==> config.mk <==
export PLATFORM = sky130hd
export DESIGN_NAME = mult_unit
export DESIGN_NICKNAME = d
export VERILOG_FILES = /design/src/rtl/mult_pkg.sv /design/src/rtl/mult_step.sv /design/src/rtl/mult_unit.sv
export SDC_FILE = /design/constraint.sdc
export NUM_CORES = 1
export LEC_CHECK = 0
export BUFFER_PORTS_ARGS = -buffer_cell sky130_fd_sc_hd__buf_2
export CORE_ASPECT_RATIO = 0.5
export CORE_MARGIN = 3
export CORE_UTILIZATION = 36
export CTS_CLUSTER_DIAMETER = 50
export DETAILED_ROUTE_END_ITERATION = 10
export PLACE_DENSITY = 0.56
export SLEW_MARGIN = 20
export SYNTH_ARGS = -nofsm -noshare
export SYNTH_HDL_FRONTEND = slang
export SYNTH_SLANG_ARGS = --single-unit
==> constraint.sdc <==
create_clock -name clk -period 3.25 [get_ports clk]
set_input_delay 0.65 -clock clk [delete_from_list [all_inputs] [get_ports clk]]
set_output_delay 0.65 -clock clk [all_outputs]
set_load 0.02 [all_outputs]
==> src/rtl/mult_pkg.sv <==
// ============================================================================
// Module      : mult_pkg
// Description : Shared encodings and defaults for the iterative multiplier.
// Revision    : 1.0 - initial release
// ============================================================================
`default_nettype none

package mult_pkg;

  typedef enum logic [0:0] {
    IDLE = 1'b0,
    RUN  = 1'b1
  } state_t;

  localparam int unsigned MULT_WIDTH = 32;

  // Decoder alucontrol encodings shared with the core glue
  localparam logic [2:0] ALU_MULTU  = 3'b100;
  localparam logic [2:0] ALU_MFHILO = 3'b011;

  localparam logic [5:0] FUNCT_MFHI = 6'b010000;
  localparam logic [5:0] FUNCT_MFLO = 6'b010010;

endpackage : mult_pkg

`default_nettype wire

==> src/rtl/mult_step.sv <==
// ============================================================================
// Module      : mult_step
// Description : One radix-2 shift-add step of the multiplier datapath.
// Revision    : 1.0 - initial release
// ============================================================================
`default_nettype none

module mult_step
  import mult_pkg::*;
#(
  parameter int unsigned WIDTH = MULT_WIDTH
) (
  input  logic [WIDTH-1:0] acc_hi,
  input  logic [WIDTH-1:0] acc_lo,
  input  logic [WIDTH-1:0] mcand,
  output logic [WIDTH-1:0] nxt_hi,
  output logic [WIDTH-1:0] nxt_lo
);

  logic [WIDTH:0]   w_sum;
  logic [WIDTH-1:0] w_addend;

  assign w_addend = acc_lo[0] ? mcand : '0;
  assign w_sum    = {1'b0, acc_hi} + {1'b0, w_addend};

  // The carry lands in the top bit of the shifted accumulator
  assign nxt_hi = w_sum[WIDTH:1];
  assign nxt_lo = {w_sum[0], acc_lo[WIDTH-1:1]};

endmodule : mult_step

`default_nettype wire

==> src/rtl/mult_unit.sv <==
// ============================================================================
// Module      : mult_unit
// Description : Iterative unsigned multiplier with architectural HI/LO.
// Revision    : 1.0 - initial release
// ============================================================================
`default_nettype none

module mult_unit
  import mult_pkg::*;
#(
  parameter int unsigned WIDTH = MULT_WIDTH
) (
  input  logic             clk,
  input  logic             reset,
  input  logic             start,
  input  logic [WIDTH-1:0] a,
  input  logic [WIDTH-1:0] b,
  input  logic             rd_req,
  input  logic             rd_hi,
  output logic [WIDTH-1:0] result,
  output logic             busy,
  output logic             stall,
  output logic             done,
  output logic [WIDTH-1:0] hi,
  output logic [WIDTH-1:0] lo
);

  localparam int unsigned    c_CNT_W   = (WIDTH > 1) ? $clog2(WIDTH) : 1;
  localparam logic [c_CNT_W-1:0] c_CNT_MAX = c_CNT_W'(WIDTH - 1);
  localparam logic [0:0]     c_ST_IDLE = IDLE;
  localparam logic [0:0]     c_ST_RUN  = RUN;

  logic [0:0]         r_state;
  logic [WIDTH-1:0]   r_acc_hi;
  logic [WIDTH-1:0]   r_acc_lo;
  logic [WIDTH-1:0]   r_mcand;
  logic [c_CNT_W-1:0] r_cnt;
  logic [WIDTH-1:0]   r_hi;
  logic [WIDTH-1:0]   r_lo;
  logic               r_done;

  logic [WIDTH-1:0]   w_nxt_hi;
  logic [WIDTH-1:0]   w_nxt_lo;
  logic               w_last;

  mult_step #(
    .WIDTH (WIDTH)
  ) u_step (
    .acc_hi (r_acc_hi),
    .acc_lo (r_acc_lo),
    .mcand  (r_mcand),
    .nxt_hi (w_nxt_hi),
    .nxt_lo (w_nxt_lo)
  );

  assign w_last = (r_state == c_ST_RUN) && (r_cnt == '0);

  always_ff @(posedge clk or negedge reset) begin
    if (!reset) begin
      r_state  <= c_ST_IDLE;
      r_acc_hi <= '0;
      r_acc_lo <= '0;
      r_mcand  <= '0;
      r_cnt    <= '0;
      r_hi     <= '0;
      r_lo     <= '0;
      r_done   <= 1'b0;
    end else begin
      r_done <= 1'b0;
      // Completion commits even when a new start arrives on the same edge
      if (w_last) begin
        r_hi   <= w_nxt_hi;
        r_lo   <= w_nxt_lo;
        r_done <= 1'b1;
      end
      if (start) begin
        r_state  <= c_ST_RUN;
        r_acc_hi <= '0;
        r_acc_lo <= b;
        r_mcand  <= a;
        r_cnt    <= c_CNT_MAX;
      end else if (r_state == c_ST_RUN) begin
        r_acc_hi <= w_nxt_hi;
        r_acc_lo <= w_nxt_lo;
        r_cnt    <= r_cnt - 1'b1;
        if (w_last) begin
          r_state <= c_ST_IDLE;
        end
      end
    end
  end

  assign busy   = (r_state == c_ST_RUN);
  assign stall  = busy & rd_req;
  assign done   = r_done;
  assign hi     = r_hi;
  assign lo     = r_lo;
  assign result = rd_hi ? r_hi : r_lo;

endmodule : mult_unit

`default_nettype wire

# == Word-level counts from Yosys, hierarchy flattened ==
# Index checks and enable logic that the tools add are counted.
# word_totals
in_bits,69
elab_cells,26
regBits,167
out_inout_bits,99
# classes
mux,12
bitwise_logic,1
n_reduce_logical,3
add_sub_neg,2
# op_table
op,count
$mux W32,6
$add A32 B32 Y33,1
$mux W5,2
$logic_not A5 Y1,1
$sub A5 B1 Y5 const B,1
$mux W1,4
$reduce_bool A2 Y1,1
$and A1 B1 Y1,1
$logic_and A1 B1 Y1,1

# == Logic depth before layout (Yosys ltp) ==
# Gate-level depths: netlist of run 1.
# depth
depth_word,5
depth_mapped,11

# == By module ==
# A second synthesis of run 1 with hierarchy kept.
# hier_totals
cells_unflattened,805
hier_area_um2,9377.7
# modules_own_cells
mod,cells_per_inst,seq_area_each_um2,area_each_um2,instances
mult_unit,510,4179.0,7190.6,1
mult_step,295,0.0,2187.1,1

# == Worst setup path after synthesis of run 1 ==
# OpenSTA, ideal clock, no wires.
# synth_timing
path_kind,reg2reg
startpoint,register r_acc_lo[0]
endpoint,register r_acc_hi[31]
slack_ns,0.658
path_buffers,1
required_ns,3.156
arrival_time_ns,2.498
stages_incl_launch_ff,11
path_cell_list,dfrtp_1 -> clkbuf_1 -> nand2_1 -> fa_1 -> nand2b_1 -> a211oi_2 -> o31ai_1 -> a21oi_1 -> nor2_1 -> o31a_1 -> a211oi_1
# synth_via
elab_chain_cells,4
# synth_rtl
element,line,rtl
start: declaration,mult_unit.sv:35,logic [WIDTH-1:0] r_acc_lo;
start signal: assignment,mult_unit.sv:84,r_acc_lo <= w_nxt_lo;
$mux W32,mult_step.sv:23,assign w_addend = acc_lo[0] ? mcand : '0;
$add A32 B32 Y33,mult_step.sv:24,"assign w_sum = {1'b0, acc_hi} + {1'b0, w_addend};"
$mux W32,mult_unit.sv:82,end else if (r_state == c_ST_RUN) begin
$mux W32,mult_unit.sv:76,if (start) begin
end signal: assignment,mult_unit.sv:83,r_acc_hi <= w_nxt_hi;
end: declaration,mult_unit.sv:34,logic [WIDTH-1:0] r_acc_hi;
# Every way passes these cells. The select of a mux whose other input is x is not followed.
# A chain may end at the register's enable or synchronous reset.

# == Worst setup path in the final report of run 1 ==
# layout_timing
startpoint,register r_acc_lo[0]
endpoint,register r_acc_hi[24]
# Same word-level chain as after synthesis.

==> metrics.txt, run 1 <==
status=completed; Die Height=between 100 and 150 microns; Warnings, synthesis=0; asr flop ratio synth=100%; synthesized area per cell=approximately 9.7 sq um; RSZ-0062 raised after global routing=false; number of CTS-inserted buffers=17; crit-path max FO=33; drt drc=0; CTS tree=yes; main combinational cell family by area after synthesis=simple AND/OR/NAND/NOR gates; routability cong.=roughly 0.92; vias per inst=roughly 5.1; register area share after synthesis=around 46%; Startpoint Class=flip-flop; die area=27400 sq um; Leakage=around 5.7 nW; largest net degree at the start of global routing=100; Synth Area in Compound Gates=about an eighth; Yosys reg bits=between 150 and 200; post-synthesis cell type count=66; vias in the first global route=approximately 7100; GRT Total Usage=19.5%; most common cell after layout, fill and taps aside=nand2_1; DR iter-0 viols=563; P per Cell Area=495 nW/um^2; slew margin rel.=between 50% and 60%; standard-cell rows=40; f_max=roughly 320 MHz; # fillers=2391; Net Count, Synth=roughly 1000; setup TNS=0 ns; H-tree levels=4; crit path from=r_acc_lo[0]$_DFFE_PN0P_; Hold Fails Final Rpt=0; mux cell area share after synthesis=between 10% and 20%; fin crit period=roughly 3.1 ns; Detailed Place HPWL=between 15000 and 20000 microns; Clk Latency, worst-skew pair=between 0.4 and 0.5 ns; placed insts=1400; Hold Path Class=input pin to asynchronous set/reset pin; most frequent cells in the layout=197 x nand2_1, 166 x dfrtp_1, 165 x buf_2; Synth top area share=between 40% and 50%; synthesized cell area=9120 sq um; minimum hold slack=0.218 ns; drt pass-1 iters=5; first-pass GRT wire length=between 40000 and 50000 microns; Die Wd=between 200 and 250 microns; R2R depth=10; switching share of power=a little under a third; post-layout util=44.7%; clk_skew=between 0.01 and 0.015 ns; CTS max path bufs=2; top cells by area, synth=dfrtp_1 46%, mux2_2 9.1%, nand2_1 8.2%, ha_1 4.7%, mux2i_1 4.5%; fin. max-slew vios=0; final net count=1187; CP arrival=around 3.4 ns; final period utilization=around 96%; clk sinks=between 150 and 200; core footprint=24400 sq um; Synth Instances=936; top_reg_cell synth=dfrtp_1; non-filler instance count after layout=approximately 1400; ant diodes=0; Cell Int Power=~0.0038 W; CP required=~3.5 ns; P&R area growth vs syn=19.7%; vias=7358; Post-Synth Adder-Cell Area=~5%; max_cap viols=0; Ports=168; Post-synth EDFFs=0; Tightest Pin Transition=about 0.75 ns; P_sw=0.00163 W; Synth Area in Simple Gates=between 10% and 20%; CP endpoint kind=flip-flop; part of the power in registers=43.3%; Max IR drop VDD=between 0.0003 and 0.0004 V; Crit Path Class=flip-flop to flip-flop; Comb pwr share=between 20 and 25%; r2r endpoint=r_acc_hi[24]$_DFFE_PN0P_; CP endpoint=r_acc_hi[24]$_DFFE_PN0P_; XOR/XNOR Fraction of Synth Area=2.88%; Final setup viols=0; global route overflow=0; initial antenna violation count=1; worst flop-to-flop path startpoint=r_acc_lo[0]$_DFFE_PN0P_; clk slew on worst S/H paths=0.06 ns; Root Buffer=clkbuf_16; final total power=approximately 0.0054 W; clock power share=between 30% and 40%; DR WL/cell=roughly 18 microns; top cell type by total area after synthesis=dfrtp_1; Post-DRT Antenna Nets=0; share of layout cells above drive strength 1=roughly 28%; WL final=between 20000 and 30000 microns; initial core utilization=between 30 and 40%; PortBufs=approximately 170; R2R Setup Slk=roughly 0.14 ns
per-layer routing:
layer	track usage, %	share of wire, %	routed length [microns]
met5	0	0	0
met1	30.2	52	13600
met3	4.31	5.8	1520
met4	4.87	1.1	282
met2	27.3	41	10900
worst min path at each step:
stage	start	to	slack, ns	cells after the start
after floorplan	reset	busy$_DFF_PN0_	0.35	0
after global placement	r_acc_hi[18]$_DFFE_PN0P_	r_acc_hi[18]$_DFFE_PN0P_	0.48	1
after detailed placement	r_acc_lo[18]$_DFFE_PN0P_	lo[17]$_DFFE_PN0P_	0.48	2
after CTS	reset	lo[7]$_DFFE_PN0P_	0.23	1
after global routing	reset	lo[9]$_DFFE_PN0P_	0.26	1
final	reset	lo[9]$_DFFE_PN0P_	0.22	1
power by group through the flow:
stage | combinational [W] | sequential (W) | clock [W]
floorplan | 0.000735 | 0.00233 | 0
global placement | 0.00106 | 0.00237 | 0
detailed placement | 0.00107 | 0.00237 | 0
CTS | 0.00108 | 0.00234 | 0.00203
global route | 0.00120 | 0.00236 | 0.00212
finish | 0.00109 | 0.00234 | 0.00197
kinds of logic (layout without fill, tap and decap cells):
kind of cell	after synthesis	in the layout
fa+ha+maj	35	35
buf+inv	69	228
xor+xnor	30	30
mux	115	115
simple gates	341	341
flops	167	167
compound gates	179	179
registers in the layout, summed over array words and instances, names as in the netlist:
| signal | flops |
|---|---|
| busy | 1 |
| done | 1 |
| hi | 32 |
| lo | 32 |
| r_acc_hi | 32 |
| r_acc_lo | 32 |
| r_cnt | 5 |
| r_mcand | 32 |
final cells by class:
cell class / count / area [sq um] / area share [%]
clock buffer: 22 / 474 / 4.35
multi-input combinational: 700 / 4680 / 42.9
inverter: 12 / 45.0 / 0.413
clock inverter: 9 / 93.8 / 0.860
timing repair buffer: 185 / 1020 / 9.32
tap: 336 / 420 / 3.85
sequential: 167 / 4180 / 38.3
through the flow:
stage | area (sq um) | worst slack (ns)
after CTS | 10900 | 0.0779
after global placement | 10300 | 0.0944
after global routing | 10900 | 0.0102
after detailed placement | 10300 | 0.0967
after floorplan | 9120 | 0.658
final | 10900 | 0.143
timing repair:
item / CTS / global route
gates resized for setup: 0 / 4
setup buffers: 0 / 0
setup endpoints to repair: 0 / 4
hold buffers: 0 / 0
synth_stat cells, drive strengths merged, types with 4 or more instances:
master    n
xnor2    18
nand2b   10
nand4     9
o21a      6
nand2   198
nor2     41
buf      21
nor4      6
mux2     74
nor3      5
and2     35
a211o     4
nand3    15
ha       34
xor2     12
a21oi    36
a21o      5
inv      12
dfrtp   167
mux2i    41
clkbuf   36
o21bai    4
a22o      5
o31ai     4
a211oi   11
o211ai    8
nor2b     5
o21ai    74
or3       5
worst max-delay path: stages (launching register included):
cell      delay, ns
dfrtp_1        0.40
buf_12         0.16
and2_1         0.15
ha_1           0.38
a21oi_1        0.30
o221ai_1       0.20
a211oi_1       0.23
o21ai_1        0.24
o31ai_1        0.45
xor2_2         0.31
a211oi_1       0.12
Note: power is estimated with default switching activity, not from simulation.
==> run 2: changes to the inputs <==
- PLACE_DENSITY: 0.56 -> 0.58
- clock period: 3.25 -> 2.55 ns (I/O delays scaled with it)
==> run 2 against run 1 <==
  * Critical endpoint is now hi[29]$_DFFE_PN0P_
  * Largest cell class unchanged
  * The run now ends with setup timing left
  * Cell area increased by 19%
  * Via count is 10% higher
  * Global-route usage rose by 2.1 points
  * Highest routed layer is now met5
  * Clock power is 28% higher
==> metrics.txt, run 2 (synthesis results as in run 1) <==
status=finished with violations; failing checks=setup timing; global route overflow=0 (unchanged); vias per inst=5.16 (+0.38%); R2R depth=11 (+1); clk sinks=167 (unchanged); RSZ-0062 raised after global routing=true; R2R Setup Slk=-0.23 ns (-0.37 ns); CP endpoint kind=flip-flop; Post-DRT Antenna Nets=0 (unchanged); DR WL/cell=19.2 microns (+4.3%); PortBufs=167 (unchanged); fin. max-slew vios=0 (unchanged); final net count=1325 (+12%); most common cell after layout, fill and taps aside=nand2_1; initial core utilization=37.3% (unchanged); r2r endpoint=hi[29]$_DFFE_PN0P_; met2 routed WL=13100 microns (+21%); routability cong.=0.929 (+1.5%); f_max=360 MHz (+12%); crit-path max FO=6 (-82%); met3 wire length=1760 microns (+15%); worst flop-to-flop path startpoint=r_acc_lo[0]$_DFFE_PN0P_; setup TNS=-4.88 ns (-4.88 ns); clk_skew=0.0170 ns (+0.00509 ns); Die Wd=231 microns (unchanged); GRT Total Usage=21.6% (+2.1 points); first-pass GRT wire length=46100 microns (+11%); Cell Chain, Critical Path=buf_12, buf_16, and2_4, ha_4, o21ai_2, a211oi_4, o41ai_4, o21ai_4, a41oi_2, xnor2_1, mux2_2; most frequent cells in the layout=192 x nand2_1, 165 x dfrtp_1, 165 x buf_2; Sequential Area=4180 sq um (about the same); Root Buffer=clkbuf_16; WL met1=14900 microns (+9.2%); final period utilization=109% (+13 points); worst setup margin=-0.229 ns (-0.373 ns); Hold Path Class=input pin to flip-flop; Ports=168 (unchanged); multi-input logic area=5630 sq um (+20%); number of CTS-inserted buffers=17 (unchanged); Worst path max stage delay=0.45 ns (about the same); final total power=0.00794 W (+47%); Final setup viols=45 (+45); DR iter-0 viols=762 (+35%); vias=8103 (+10%); Die Height=119 microns (unchanged); post-layout util=53.4% (+8.7 points); standard-cell rows=40 (unchanged); initial antenna violation count=2 (+1); drt pass-1 iters=4 (-1); CP arrival=3.11 ns (-0.28 ns); WL final=30100 microns (+14%); ant diodes=0 (unchanged); Clk Latency, worst-skew pair=0.45 ns (about the same); Hold Fails Final Rpt=0 (unchanged); crit path from=r_acc_lo[0]$_DFFE_PN0P_; Crit Path Class=flip-flop to flip-flop; share of layout cells above drive strength 1=46.4% (+18 points); P per Cell Area=609 nW/um^2 (+23%); max layer used=met5; Hold Startpoint=b[30]; Max IR drop VDD=0.000512 V (+35%); P&R area growth vs syn=43.0%; CP endpoint=hi[29]$_DFFE_PN0P_; clk slew on worst S/H paths=0.07 ns (about the same); fin crit period=2.78 ns (-0.327 ns); H-tree levels=4 (unchanged); CTS max path bufs=2 (unchanged); CP required=2.88 ns (-0.65 ns); # fillers=2205 (-7.8%); CTS tree=yes; die area=27400 sq um (unchanged); Startpoint Class=flip-flop; CP max-delay cell=dfrtp_2; slew margin rel.=47.8% (-2.4 points); largest net degree at the start of global routing=75 (-25%); drt drc=0 (unchanged); Tightest Pin Transition=0.784 ns (+0.0365 ns); Detailed Place HPWL=21100 microns (+8.2%); Leakage=6.55 nW (+14%); max_cap viols=0 (unchanged); vias in the first global route=7912 (+12%); core footprint=24400 sq um (unchanged)
==> run 2: cell types whose count changed in the layout (fill, tap and decap cells not counted), moves of 10 or more <==
cell,before,now
a21oi_1,33,11
a21oi_2,2,14
a21oi_4,1,11
buf_4,16,131
buf_6,1,18
ha_1,34,8
ha_4,0,22
o21ai_0,70,42
o21ai_1,2,13
o21ai_2,2,15
==> run 2: final cells by class <==
cell class,instances,area share (%)
multi-input combinational,700,43.2
sequential,167,32.1
timing repair buffer,323,16.9
clock buffer,19,3.40
tap,336,3.23
clock inverter,13,0.912
inverter,12,0.346
==> run 2: critical path, delay by kind of cell (launching register included) <==
kind	cells	cell delay (ns)
flip-flops	1	0.45
adder cells (fa/ha/maj)	1	0.29
XOR/XNOR	1	0.16
buffers and inverters	2	0.30
multiplexers	1	0.27
AO/OA/AOI/OAI	5	1.06
AND/OR/NAND/NOR	1	0.14
==> run 2: stage by stage <==
step,cell area (sq um),setup WS [ns],std cells,hold slack (ns)
floorplan,9120,-0.00731,936,0.214
global placement,11200,-0.376,1513,0.445
detailed placement,11200,-0.430,1513,0.451
CTS,12600,-0.178,1560,0.264
global route,13000,-0.316,1570,0.278
finish,13000,-0.229,1570,0.279
==> run 2: what timing repair did <==
item | in CTS | in global routing
resized for setup | 139 | 77
hold buffers | 1 | 0
cloned | 2 | 0
endpoints found under the hold margin | 36 | 0
pin swaps | 46 | 53
endpoints found under the setup margin | 46 | 51
setup buffers | 12 | 14
==> run 2: worst min-delay path by stage <==
stage,to,slack (ns),depth (start not counted)
3_3_place_gp,r_acc_lo[8]$_DFFE_PN0P_,0.44,1
3_5_place_dp,r_acc_lo[8]$_DFFE_PN0P_,0.45,1
4_1_cts,r_acc_lo[13]$_DFFE_PN0P_,0.26,3
6_report,r_acc_lo[30]$_DFFE_PN0P_,0.28,3
2_1_floorplan,busy$_DFF_PN0_,0.21,0
5_1_grt,r_acc_lo[9]$_DFFE_PN0P_,0.28,3
==> run 2: power breakdown <==
group,total [W],internal [W],switching (W)
logic,0.00239,0.00120,0.00119
clock network,0.00252,0.00130,0.00121
registers,0.00303,0.00284,0.000191
==> run 2: routing by layer <==
metal	vias to the layer above	GRT usage [%]
met2	200	30.8
li1	3833	-
met3	21	3.93
met4	2	4.48
met5	-	0
met1	4047	33.9
==> run 3: changes to the inputs <==
- PLACE_DENSITY: 0.58 -> 0.56
- clock period: 2.55 -> 3.6 ns (I/O delays scaled with it)
==> run 3 against run 2 <==
  * The flow now finishes without violations
  * Cell count fell by 9.2%
  * Worst setup slack better by 0.57 ns
  * Register-to-register slack improved by 0.57 ns
  * Clock skew decreased by 0.0042 ns
  * Fmax shrank 15%
  * Routed wire length down 12%
  * Hold slack better by 0.014 ns
  * Clock-buffer cell count up 1
  * Largest cell class unchanged
  * Largest power group unchanged
  * Highest routed layer is now met4
==> metrics.txt, run 3 (synthesis results as in run 1) <==
most frequent cells in the layout=197 x nand2_1, 166 x dfrtp_1, 165 x buf_2; GRT Total Usage=19.4% (-2.2 points); Die Height=119 microns (unchanged); CP required=3.88 ns (+1.00 ns); H-tree levels=4 (unchanged); Crit Path Class=flip-flop to flip-flop; standard-cell rows=40 (unchanged); drt pass-1 iters=5 (+1); global route overflow=0 (unchanged); first-pass GRT wire length=41700 microns (-9.5%); drt drc=0 (unchanged); Cell Int Power=0.00353 W (-34%); Die Wd=231 microns (unchanged); PortBufs=167 (unchanged); Clk Latency, worst-skew pair=0.43 ns (-0.02 ns); crit-path max FO=33 (+27); vias per inst=5.28 (+2.4%); part of the power in registers=42.0% (+3.8 points); clk sinks=167 (unchanged); clock power share=39.1% (+7.4 points); Startpoint Class=flip-flop; Ports=168 (unchanged); CP endpoint kind=flip-flop; Root Buffer=clkbuf_16; Most Crowded Layer GR=met1; Post-CTS Resized=0 (-100%); P&R area growth vs syn=19.2%; GR Util met2=27.2% (-3.6 points); clk slew on worst S/H paths=0.07 ns (about the same); fin. max-slew vios=0 (unchanged); Post-CTS Setup Repair Bufs=0 (-12); number of CTS-inserted buffers=17 (unchanged); Final setup viols=0 (-100%); vias=7531 (-7.1%); P per Cell Area=463 nW/um^2 (-24%); Comb pwr share=18.9% (-11 points); WL final=26400 microns (-12%); Tightest Pin Transition=0.803 ns (+0.0198 ns); Max IR drop VDD=0.000340 V (-34%); CTS max path bufs=2 (unchanged); switching share of power=29.7% (-2.9 points); CTS tree=yes; core footprint=24400 sq um (unchanged); final total power=0.00503 W (-37%); vias in the first global route=7235 (-8.6%); P_sw=0.00150 W (-42%); status=completed; RSZ-0062 raised after global routing=false; most common cell after layout, fill and taps aside=nand2_1; placed insts=1393 (-7.9%); fin crit period=3.25 ns (+0.475 ns); met1 Use GR=30.4% (-3.6 points); Detailed Place HPWL=19400 microns (-8.0%); slew margin rel.=46.4% (-1.3 points); Leakage=5.72 nW (-13%); DR WL/cell=18.5 microns (-3.3%); Hold Path Class=input pin to asynchronous set/reset pin; clk_skew=0.0128 ns (-0.00419 ns); non-filler instance count after layout=1425 (-9.2%); largest net degree at the start of global routing=74 (-1.3%); Post-DRT Antenna Nets=0 (unchanged); CP arrival=3.53 ns (+0.42 ns); Post-CTS Hold Fix Bufs=0 (-1); share of layout cells above drive strength 1=27.5% (-19 points); initial antenna violation count=1 (-1); max_cap viols=0 (unchanged); final period utilization=90.4% (-19 points); final net count=1180 (-11%); Hold Fails Final Rpt=0 (unchanged); ant diodes=0 (unchanged); f_max=307 MHz (-15%); setup TNS=0 ns (+4.88 ns); initial core utilization=37.3% (unchanged); routability cong.=0.899 (-3.3%); grt met3 use=4.12% (+0.19 points); die area=27400 sq um (unchanged); DR iter-0 viols=614 (-19%)
-- run 3: layer usage --
metal / vias to the layer above / routed length [microns]
met5: - / 0
met1: 3771 / 13500
met4: 0 / 242
met2: 200 / 11100
met3: 20 / 1560
li1: 3540 / -
-- run 3: through the flow --
stage	utilization, %	hold WS, ns	instance area [sq um]	setup WS, ns
floorplan	-	0.424	9120	1.01
global placement	41.9	0.480	10200	0.404
detailed placement	41.9	0.483	10200	0.377
CTS	44.5	0.325	10900	0.361
global route	44.5	0.343	10900	0.115
finish	44.5	0.293	10900	0.345
-- run 3: worst max-delay path: stages, from the launching register on --
cell and delay, ns:
dfrtp_1 0.36, buf_4 0.22, and2_1 0.17, ha_1 0.32, a21oi_1 0.21, o21ai_0 0.15
o2111ai_1 0.45, o21ai_1 0.33, o31ai_1 0.35, xor2_1 0.39, o21ai_0 0.14
-- run 3: area by class of cell --
type | instances | area, sq um
fillers | 2429 | 13600
multi-input cells | 700 | 4650
flip-flops and latches | 167 | 4180
repair buffers | 178 | 940
clock buffers | 20 | 467
well taps | 336 | 420
clock inverters | 12 | 161
inverters | 12 | 45.0
-- run 3: path summary, 6_finish.rpt --
path / start / to / slack, ns / cells past startpoint
max: r_acc_lo[0]$_DFFE_PN0P_ / hi[24]$_DFFE_PN0P_ / 0.35 / 10
min: reset / lo[10]$_DFFE_PN0P_ / 0.29 / 1
max reg2reg: r_acc_lo[0]$_DFFE_PN0P_ / hi[24]$_DFFE_PN0P_ / 0.35 / 10
min reg2reg: r_acc_lo[18]$_DFFE_PN0P_ / lo[17]$_DFFE_PN0P_ / 0.50 / 2
max in group asynchronous: reset / r_acc_lo[14]$_DFFE_PN0P_ / 2.38 / 2
min in group clk: b[27] / r_acc_lo[27]$_DFFE_PN0P_ / 0.49 / 3
-- run 3: power groups by stage --
stage | Clock [W] | Sequential [W] | Combinational, W
2_1_floorplan | 0 | 0.00210 | 0.000663
3_3_place_gp | 0 | 0.00214 | 0.000935
3_5_place_dp | 0 | 0.00214 | 0.000943
4_1_cts | 0.00200 | 0.00211 | 0.000947
5_1_grt | 0.00209 | 0.00213 | 0.00106
6_report | 0.00197 | 0.00211 | 0.000951
